File: config.mk
export PLATFORM = sky130hd
export DESIGN_NAME = t03_fetch_sequencer
export DESIGN_NICKNAME = d
export VERILOG_FILES = /design/src/rtl/t03_fetch_sequencer_pkg.sv /design/src/rtl/t03_fetch_sequencer_next_pc.sv /design/src/rtl/t03_fetch_sequencer.sv
export SDC_FILE = /design/constraint.sdc
export NUM_CORES = 1
export LEC_CHECK = 0
export BUFFER_PORTS_ARGS = -buffer_cell sky130_fd_sc_hd__buf_2
export CELL_PAD_IN_SITES_DETAIL_PLACEMENT = 1
export CELL_PAD_IN_SITES_GLOBAL_PLACEMENT = 1
export CORE_UTILIZATION = 36
export CTS_CLUSTER_DIAMETER = 80
export CTS_CLUSTER_SIZE = 16
export DETAILED_ROUTE_END_ITERATION = 6
export PLACE_DENSITY_LB_ADDON = 0.1
export SETUP_SLACK_MARGIN = 0.1
export SYNTH_ARGS = -nofsm -noshare
export SYNTH_HDL_FRONTEND = slang
export SYNTH_SLANG_ARGS = --single-unit
File: constraint.sdc
create_clock -name clk -period 3 [get_ports clk]
set_input_delay 0.3 -clock clk [delete_from_list [all_inputs] [get_ports clk]]
set_output_delay 0.3 -clock clk [all_outputs]
set_load 0.02 [all_outputs]
File: src/rtl/t03_fetch_sequencer_pkg.sv
// Shared types and constants for the fetch/PC sequencer.
// No logic; no latency.
// No flow control of its own.
package t03_fetch_pkg;

  // Sequencer states; HALT is absorbing until reset
  typedef enum logic [1:0] {
    ST_IDLE  = 2'd0,
    ST_FETCH = 2'd1,
    ST_EXEC  = 2'd2,
    ST_HALT  = 2'd3
  } state_t;

  // Bit positions inside the branch-control vector
  localparam int CTRL_JALR  = 0;
  localparam int CTRL_TAKEN = 1;

  // Size of one instruction in bytes
  localparam int INSTR_BYTES = 4;

endpackage

File: src/rtl/t03_fetch_sequencer_next_pc.sv
// Next-PC target mux: register-indirect, pc-relative or sequential.
// Purely combinational, zero cycles.
// No flow control; the caller decides when the target is consumed.
module t03_next_pc
  import t03_fetch_pkg::*;
#(
  parameter int XLEN = 32
) (
  input  logic [XLEN-1:0] pc,
  input  logic [1:0]      ctrl,
  input  logic [XLEN-1:0] imm_offset,
  input  logic [XLEN-1:0] jalr_target,
  output logic [XLEN-1:0] target,
  output logic            misaligned
);

  logic [XLEN-1:0] seq_pc;
  logic [XLEN-1:0] rel_pc;

  // Both adders wrap modulo 2^XLEN; wrap is not an error by itself
  assign seq_pc = pc + XLEN'(INSTR_BYTES);
  assign rel_pc = pc + imm_offset;

  // Register-indirect wins over taken when both bits are set
  always_comb begin
    target = seq_pc;
    if (ctrl[CTRL_JALR]) begin
      target = {jalr_target[XLEN-1:1], 1'b0};
    end else if (ctrl[CTRL_TAKEN]) begin
      target = rel_pc;
    end
  end

  // Only bit1 flags misalignment; bit0 is cleared for indirect jumps
  assign misaligned = target[1];

endmodule

File: src/rtl/t03_fetch_sequencer.sv
// Multi-cycle fetch/PC sequencer: request word, hold it through execute, update PC.
// Min one FETCH cycle plus one EXEC cycle per instruction.
// Fetch request held stable until imem_ack; EXEC waits for exec_done.
module t03_fetch_sequencer
  import t03_fetch_pkg::*;
#(
  parameter int              XLEN     = 32,
  parameter logic [XLEN-1:0] RESET_PC = '0
) (
  input  logic            clk,
  input  logic            nrst,
  input  logic            en,
  input  logic            imem_ack,
  input  logic [XLEN-1:0] imem_rdata,
  input  logic            exec_done,
  input  logic [1:0]      ctrl,
  input  logic [XLEN-1:0] imm_offset,
  input  logic [XLEN-1:0] jalr_target,
  output logic            imem_req,
  output logic [XLEN-1:0] imem_addr,
  output logic [XLEN-1:0] instr,
  output logic            instr_valid,
  output logic [XLEN-1:0] pc,
  output logic [XLEN-1:0] pc_plus4,
  output logic            fault
);

  state_t          state;
  logic [XLEN-1:0] target;
  logic            misaligned;

  t03_next_pc #(.XLEN(XLEN)) u_next_pc (
    .pc          (pc),
    .ctrl        (ctrl),
    .imm_offset  (imm_offset),
    .jalr_target (jalr_target),
    .target      (target),
    .misaligned  (misaligned)
  );

  // Request is decoded from state so reset drops it immediately
  assign imem_req  = (state == ST_FETCH);
  assign imem_addr = pc;
  assign pc_plus4  = pc + XLEN'(INSTR_BYTES);

  // Sequencer FSM with PC, instruction and sticky fault registers
  always_ff @(posedge clk or negedge nrst) begin
    if (!nrst) begin
      state       <= ST_IDLE;
      pc          <= RESET_PC;
      instr       <= '0;
      instr_valid <= 1'b0;
      fault       <= 1'b0;
    end else begin
      unique case (state)
        ST_IDLE: begin
          if (en) state <= ST_FETCH;
        end
        ST_FETCH: begin
          // en is deliberately ignored: an outstanding request always completes
          if (imem_ack) begin
            instr       <= imem_rdata;
            instr_valid <= 1'b1;
            state       <= ST_EXEC;
          end
        end
        ST_EXEC: begin
          if (exec_done) begin
            instr_valid <= 1'b0;
            if (misaligned) begin
              fault <= 1'b1;
              state <= ST_HALT;
            end else begin
              pc    <= target;
              state <= en ? ST_FETCH : ST_IDLE;
            end
          end
        end
        default: begin
          state <= ST_HALT;
        end
      endcase
    end
  end

endmodule

==> results of run 1 <==
==> cell usage after synthesis (8+ instances only) <==
cell | n | share of area
sky130_fd_sc_hd__nand4_1 | 16 | 0.017
sky130_fd_sc_hd__mux2i_1 | 10 | 0.017
sky130_fd_sc_hd__a21o_1 | 12 | 0.015
sky130_fd_sc_hd__xnor2_1 | 28 | 0.042
sky130_fd_sc_hd__nand3_1 | 25 | 0.021
sky130_fd_sc_hd__o22ai_1 | 10 | 0.011
sky130_fd_sc_hd__nor2_1 | 47 | 0.030
sky130_fd_sc_hd__dfrtp_1 | 67 | 0.29
sky130_fd_sc_hd__nand2_1 | 58 | 0.037
sky130_fd_sc_hd__nor3_1 | 12 | 0.010
sky130_fd_sc_hd__ha_1 | 32 | 0.068
sky130_fd_sc_hd__mux2_2 | 36 | 0.069
sky130_fd_sc_hd__clkbuf_1 | 14 | 0.0090
sky130_fd_sc_hd__clkbuf_8 | 9 | 0.021
sky130_fd_sc_hd__buf_4 | 39 | 0.050
sky130_fd_sc_hd__o31ai_1 | 8 | 0.010
sky130_fd_sc_hd__and3_1 | 14 | 0.015
sky130_fd_sc_hd__a211oi_1 | 11 | 0.014
sky130_fd_sc_hd__xor2_1 | 14 | 0.021
sky130_fd_sc_hd__inv_1 | 17 | 0.011
sky130_fd_sc_hd__o21ai_0 | 39 | 0.033
sky130_fd_sc_hd__a21oi_1 | 46 | 0.039
==> metrics by stage <==
stage | hold slack (ps) | utilization | setup WS [ps]
3_5_place_dp | 141 | 0.444 | 214
5_1_grt | 186 | 0.469 | 74.7
4_1_cts | 185 | 0.464 | 127
3_3_place_gp | 137 | 0.444 | 279
2_1_floorplan | 4.41 | - | 421
6_report | 195 | 0.469 | 222
==> registers in the layout, indices dropped and copies added (netlist names) <==
name         count
fault            1
imem_addr       31
instr           32
instr_valid      1
state            2
==> cell type report <==
class,count,share of cell area
Inverter,17,0.00856
Timing Repair Buffer,265,0.192
Antenna cell,1,0.000336
Sequential cell,67,0.225
Clock buffer,9,0.0302
Clock inverter,7,0.0112
Tap cell,216,0.0363
Multi-Input combinational cell,524,0.496
==> kinds of logic (layout without fill, tap and decap cells) <==
kind of cell,count (synthesis),count (layout),share of synthesized area
buffers and inverters,84,298,0.0945
xor gates and xnor gates,42,42,0.0627
other,1,4,0.000639
adders and majority gates,32,32,0.0682
DFF,67,67,0.286
muxes,46,46,0.0861
AOI/OAI and AO/OA,193,193,0.223
and+or+nand+nor,208,208,0.179
==> final timing paths <==
path	endpoint	slack (ps)	cells after the start
hold reg to reg	fault$_DFFE_PN0P_	500	1
setup reg to reg	imem_addr[24]$_DFFE_PN0P_	240	9
hold / removal	instr[18]$_DFFE_PN0P_	190	2
max in group asynchronous	imem_addr[3]$_DFFE_PN0P_	1850	3
min in group asynchronous	instr[3]$_DFFE_PN0P_	330	2
setup / recovery	pc_plus4[26]	220	9
==> repair_timing <==
item                                    in CTS  in global routing
setup buffers                                0                  3
endpoints found under the hold margin        6                  0
gates resized for setup                      0                  9
endpoints found under the setup margin       0                  9
hold buffers                                 1                  0
==> worst max-delay path, stage by stage, from the launching register on <==
cell	delay [ps]
sky130_fd_sc_hd__dfrtp_1	350
sky130_fd_sc_hd__buf_4	140
sky130_fd_sc_hd__ha_1	240
sky130_fd_sc_hd__nand4_1	240
sky130_fd_sc_hd__nor4_4	280
sky130_fd_sc_hd__buf_4	190
sky130_fd_sc_hd__buf_12	140
sky130_fd_sc_hd__nand4_1	140
sky130_fd_sc_hd__xnor2_2	200
sky130_fd_sc_hd__buf_2	210
==> layer usage <==
layer	routed length [µm]	up-vias	global-route usage
li1	-	2875	-
met1	9470	2998	0.320
met2	11500	189	0.482
met3	1100	28	0.0396
met4	410	0	0.0746
met5	0	-	0
==> power by group <==
part           total, mW  leakage (nW)  internal (mW)  switching [mW]
Sequential          1.82         0.793           1.34           0.483
Combinational       5.45          2.66           2.07            3.38
Clock               1.13         0.149          0.660           0.471
==> flow_summary.yaml, run 1 <==
sta:
  timing.final.crit_period_ps: 2780
  achievable-frequency_ghz: 0.360
  setup_viol_count_final: 0
  setup-tns-final_ps: 0
  maxSlewHeadroom: 0.531
  period_share: 0.926
  setup_repair_after_global_routing_missed_its_margin: "true"
  worst_pin_slew_ps: 700
  clock-skew-final_ps: 8.03
  finalHoldViolCount: 0
  drv_slew: 0
final_layout:
  multi_input_area_um2: 3700
  design.final.nets: 1019
  regArea_um2: 1680
  instances_no_fill: 1106
  final.fill_count: 1970
  final_area_um2: 7450
  final_common_cell: "sky130_fd_sc_hd__buf_2"
  final_layout_size_suffix_gt1_frac: 0.394
  layout_area_overhead_pct: 27.0
  mostFrequentLayoutCells: "sky130_fd_sc_hd__buf_2 (229), sky130_fd_sc_hd__dfrtp_1 (66), sky130_fd_sc_hd__nand2_1 (58)"
worst_setup_path:
  arrival_ps: 2480
  worstReg2RegStart: "imem_addr[0]$_DFFE_PN0P_"
  timing.critical_path.fanout_max: 7
  worst-endpoint-required_ps: 2700
  worstSetupStartpointType: "flip-flop"
  critical_path.startpoint: "imem_addr[2]$_DFFE_PN0P_"
  critical_path_start_end_classification: "reg2out"
  critical_path_capture_point_type: "output port"
floorplan:
  fp.coreArea_um2: 15900
  dieWidth_um: 130
  die-area_um2: 16800
  die-height_um: 130
  floorplan.rows: 46
  number_of_i_o_pins: 234
  initial_core_util: 0.369
detailed_routing:
  post_drt_via_cell_ratio: 5.51
  drt-wirelength-per-cell_um: 20.3
  postRouteAntennaNets: 0
  first_iter_violations: 383
  dr.pass1.iters: 4
  sum_of_routed_wire_length_over_all_layers_um: 22500
  post-route-drc-count: 0
  vias: 6090
clocking:
  path_clk_slew_ps: 60
  clock_tree.buffer_depth: 2
  clock_sinks: 67
  cts.root.buffer_cell: "sky130_fd_sc_hd__clkbuf_16"
  cts_inserted_buffers: 9
  worstSkewPairLatency_ps: 340
  tritoncts_clock_tree: "built"
  h_tree_level_count: 3
logic_synthesis:
  synth_warnings: 0
  ys_ff_latch: 67
  synth_edf_count: 0
  postSynth.topFlopCell: "sky130_fd_sc_hd__dfrtp_1"
  synth-seq-area-share: 0.286
  syn-cell-area_um2: 5870
  yosysUniqueCellTypes: 75
  syn_area_per_cell_um2: 8.72
  postSynth.asyncResetShare: 1.00
  postSynthCellCount: 673
job:
  max_cap_violations: 0
grt:
  first_global_vias: 6242
  grt_use_total: 0.264
  initial_antenna_violation_count: 0
  grt_max_degree: 37
  global_route_wire_length_before_repair_um: 33800
  grt-ovfl-total: 0
placed_design:
  placed_cell_area_um2: 7060
  gp_congestion: 0.872
  place.detailed.instances: 1085
  numPortBuffers: 229
  dp.final_hpwl_um: 17700
power_and_ir_drop:
  power_dens_cells_nw_per_um2: 1130
  worst_ir_drop_vdd_v: 0.000418
  p_leak_nw: 3.60
  total_power_mw: 8.41
run_status:
  run_status: "complete, no violations"
worst_hold_path:
  min-delay-path-class: "in2reg"
  worst_hold_startpoint: "imem_rdata[18]"
No activity file was read; power rests on OpenSTA's default activity.
==> run 2: changes to the inputs <==
--- a/config.mk
+++ b/config.mk
@@ -12,6 +12,7 @@
 export CTS_CLUSTER_DIAMETER = 80
 export CTS_CLUSTER_SIZE = 16
 export DETAILED_ROUTE_END_ITERATION = 6
+export MAX_ROUTING_LAYER = met4
 export PLACE_DENSITY_LB_ADDON = 0.1
 export SETUP_SLACK_MARGIN = 0.1
 export SYNTH_ARGS = -nofsm -noshare
==> flow_summary.yaml, run 2 (synthesis results as in run 1) <==
sta:
  timing.final.crit_period_ps: 2780
  period_share: 0.928
  worst_pin_slew_ps: 697
  drv_slew: 0
  setup_repair_after_global_routing_missed_its_margin: "true"
  achievable-frequency_ghz: 0.359
  hold_ws_ps: 197
  clock-skew-final_ps: 7.79
  finalHoldViolCount: 0
  setup-tns-final_ps: 0
  maxSlewHeadroom: 0.533
  setup_viol_count_final: 0
grt:
  grt-ovfl-total: 0
  initial_antenna_violation_count: 0
  first_global_vias: 6231
  grt_max_degree: 37
  global_route_wire_length_before_repair_um: 33800
  grt_use_total: 0.272
final_layout:
  num_antenna_cells: 0
  design.final.nets: 1018
  final_layout_size_suffix_gt1_frac: 0.395
  max_reg_flops: 32
  final_common_cell: "sky130_fd_sc_hd__buf_2"
  layout_area_overhead_pct: 27.1
  multi_input_area_um2: 3710
  instances_no_fill: 1104
  mostFrequentLayoutCells: "sky130_fd_sc_hd__buf_2 (229), sky130_fd_sc_hd__dfrtp_1 (66), sky130_fd_sc_hd__nand2_1 (58)"
  final.fill_count: 1971
  postLayoutCoreUtil: 0.469
  top_register_by_number_of_flip_flops: "instr"
  regArea_um2: 1680
worst_setup_path:
  timing.critical_path.fanout_max: 7
  critical_path_start_end_classification: "reg2out"
  r2r_cells: 9
  worst-endpoint-required_ps: 2700
  arrival_ps: 2480
  critical_path_capture_point_type: "output port"
  worstSetupStartpointType: "flip-flop"
placed_design:
  gp_congestion: 0.887
  place.detailed.instances: 1085
  dp.final_hpwl_um: 17700
  numPortBuffers: 229
clocking:
  cts.root.buffer_cell: "sky130_fd_sc_hd__clkbuf_16"
  h_tree_level_count: 3
  clock_sinks: 67
  path_clk_slew_ps: 60
  cts_inserted_buffers: 9
  tritoncts_clock_tree: "built"
  worstSkewPairLatency_ps: 340
  clock_tree.buffer_depth: 2
floorplan:
  die-area_um2: 16800
  number_of_i_o_pins: 234
  die-height_um: 130
  dieWidth_um: 130
  initial_core_util: 0.369
  floorplan.rows: 46
  fp.coreArea_um2: 15900
detailed_routing:
  first_iter_violations: 357
  sum_of_routed_wire_length_over_all_layers_um: 22500
  dr.pass1.iters: 4
  postRouteAntennaNets: 0
  post_drt_via_cell_ratio: 5.51
  post-route-drc-count: 0
  drt-wirelength-per-cell_um: 20.4
  vias: 6079
power_and_ir_drop:
  power_dens_cells_nw_per_um2: 1130
  p_leak_nw: 3.61
  worst_ir_drop_vdd_v: 0.000415
run_status:
  run_status: "complete, no violations"
job:
  max_cap_violations: 0
worst_hold_path:
  hold_depth: 2
  min-delay-path-class: "in2reg"
==> run 2: layout make-up <==
cell class,count,share of cell area
Clock buffer,9,0.0302
Multi-Input combinational cell,524,0.498
Sequential cell,67,0.225
Timing Repair Buffer,264,0.191
Tap cell,216,0.0362
Inverter,17,0.00856
Clock inverter,7,0.0112
==> run 2: path summary, 6_finish.rpt <==
path,startpoint,slack [ps],endpoint
worst max-delay path,imem_addr[2]$_DFFE_PN0P_,220,pc_plus4[26]
worst min-delay path,imem_rdata[13],200,instr[13]$_DFFE_PN0P_
worst max register to register,imem_addr[0]$_DFFE_PN0P_,270,imem_addr[24]$_DFFE_PN0P_
worst min register to register,fault$_DFFE_PN0P_,500,fault$_DFFE_PN0P_
max in group asynchronous,nrst,1860,imem_addr[3]$_DFFE_PN0P_
min in group asynchronous,nrst,330,instr[1]$_DFFE_PN0P_
==> run 2: routing by layer <==
metal / GRT usage / routed length, µm / vias to the layer above
li1: - / - / 2872
met1: 0.320 / 9510 / 2987
met2: 0.482 / 11500 / 198
met3: 0.0388 / 1060 / 22
met4: 0.0746 / 359 / 0
met5: - / 0 / -
==> run 2: worst max-delay path, stage by stage (launching register included) <==
cell and delay, ps:
sky130_fd_sc_hd__dfrtp_1 350, sky130_fd_sc_hd__buf_4 140, sky130_fd_sc_hd__ha_1 240, sky130_fd_sc_hd__nand4_1 250, sky130_fd_sc_hd__nor4_4 280, sky130_fd_sc_hd__buf_4 190, sky130_fd_sc_hd__buf_12 140, sky130_fd_sc_hd__nand4_1 140
sky130_fd_sc_hd__xnor2_2 200, sky130_fd_sc_hd__buf_2 210
==> run 2: where the power goes <==
part	total (mW)	internal (mW)	leakage (nW)	switching [mW]
registers	1.82	1.34	0.793	0.477
clock network	1.13	0.661	0.149	0.471
logic	5.46	2.08	2.67	3.38
==> run 2: through the flow <==
stage	setup slack, ps	total power [mW]	cell area (µm²)
floorplan	421	5.69	5880
CTS	127	8.38	7380
global route	68.3	8.97	7460
global placement	279	7.05	7060
finish	216	8.41	7460
detailed placement	214	7.20	7060
==> run 2: timing repair <==
action / in CTS / in global routing
hold buffers: 1 / 0
setup buffers: 0 / 2
resized for setup: 0 / 11
hold endpoints to repair: 6 / 0
endpoints found under the setup margin: 0 / 10
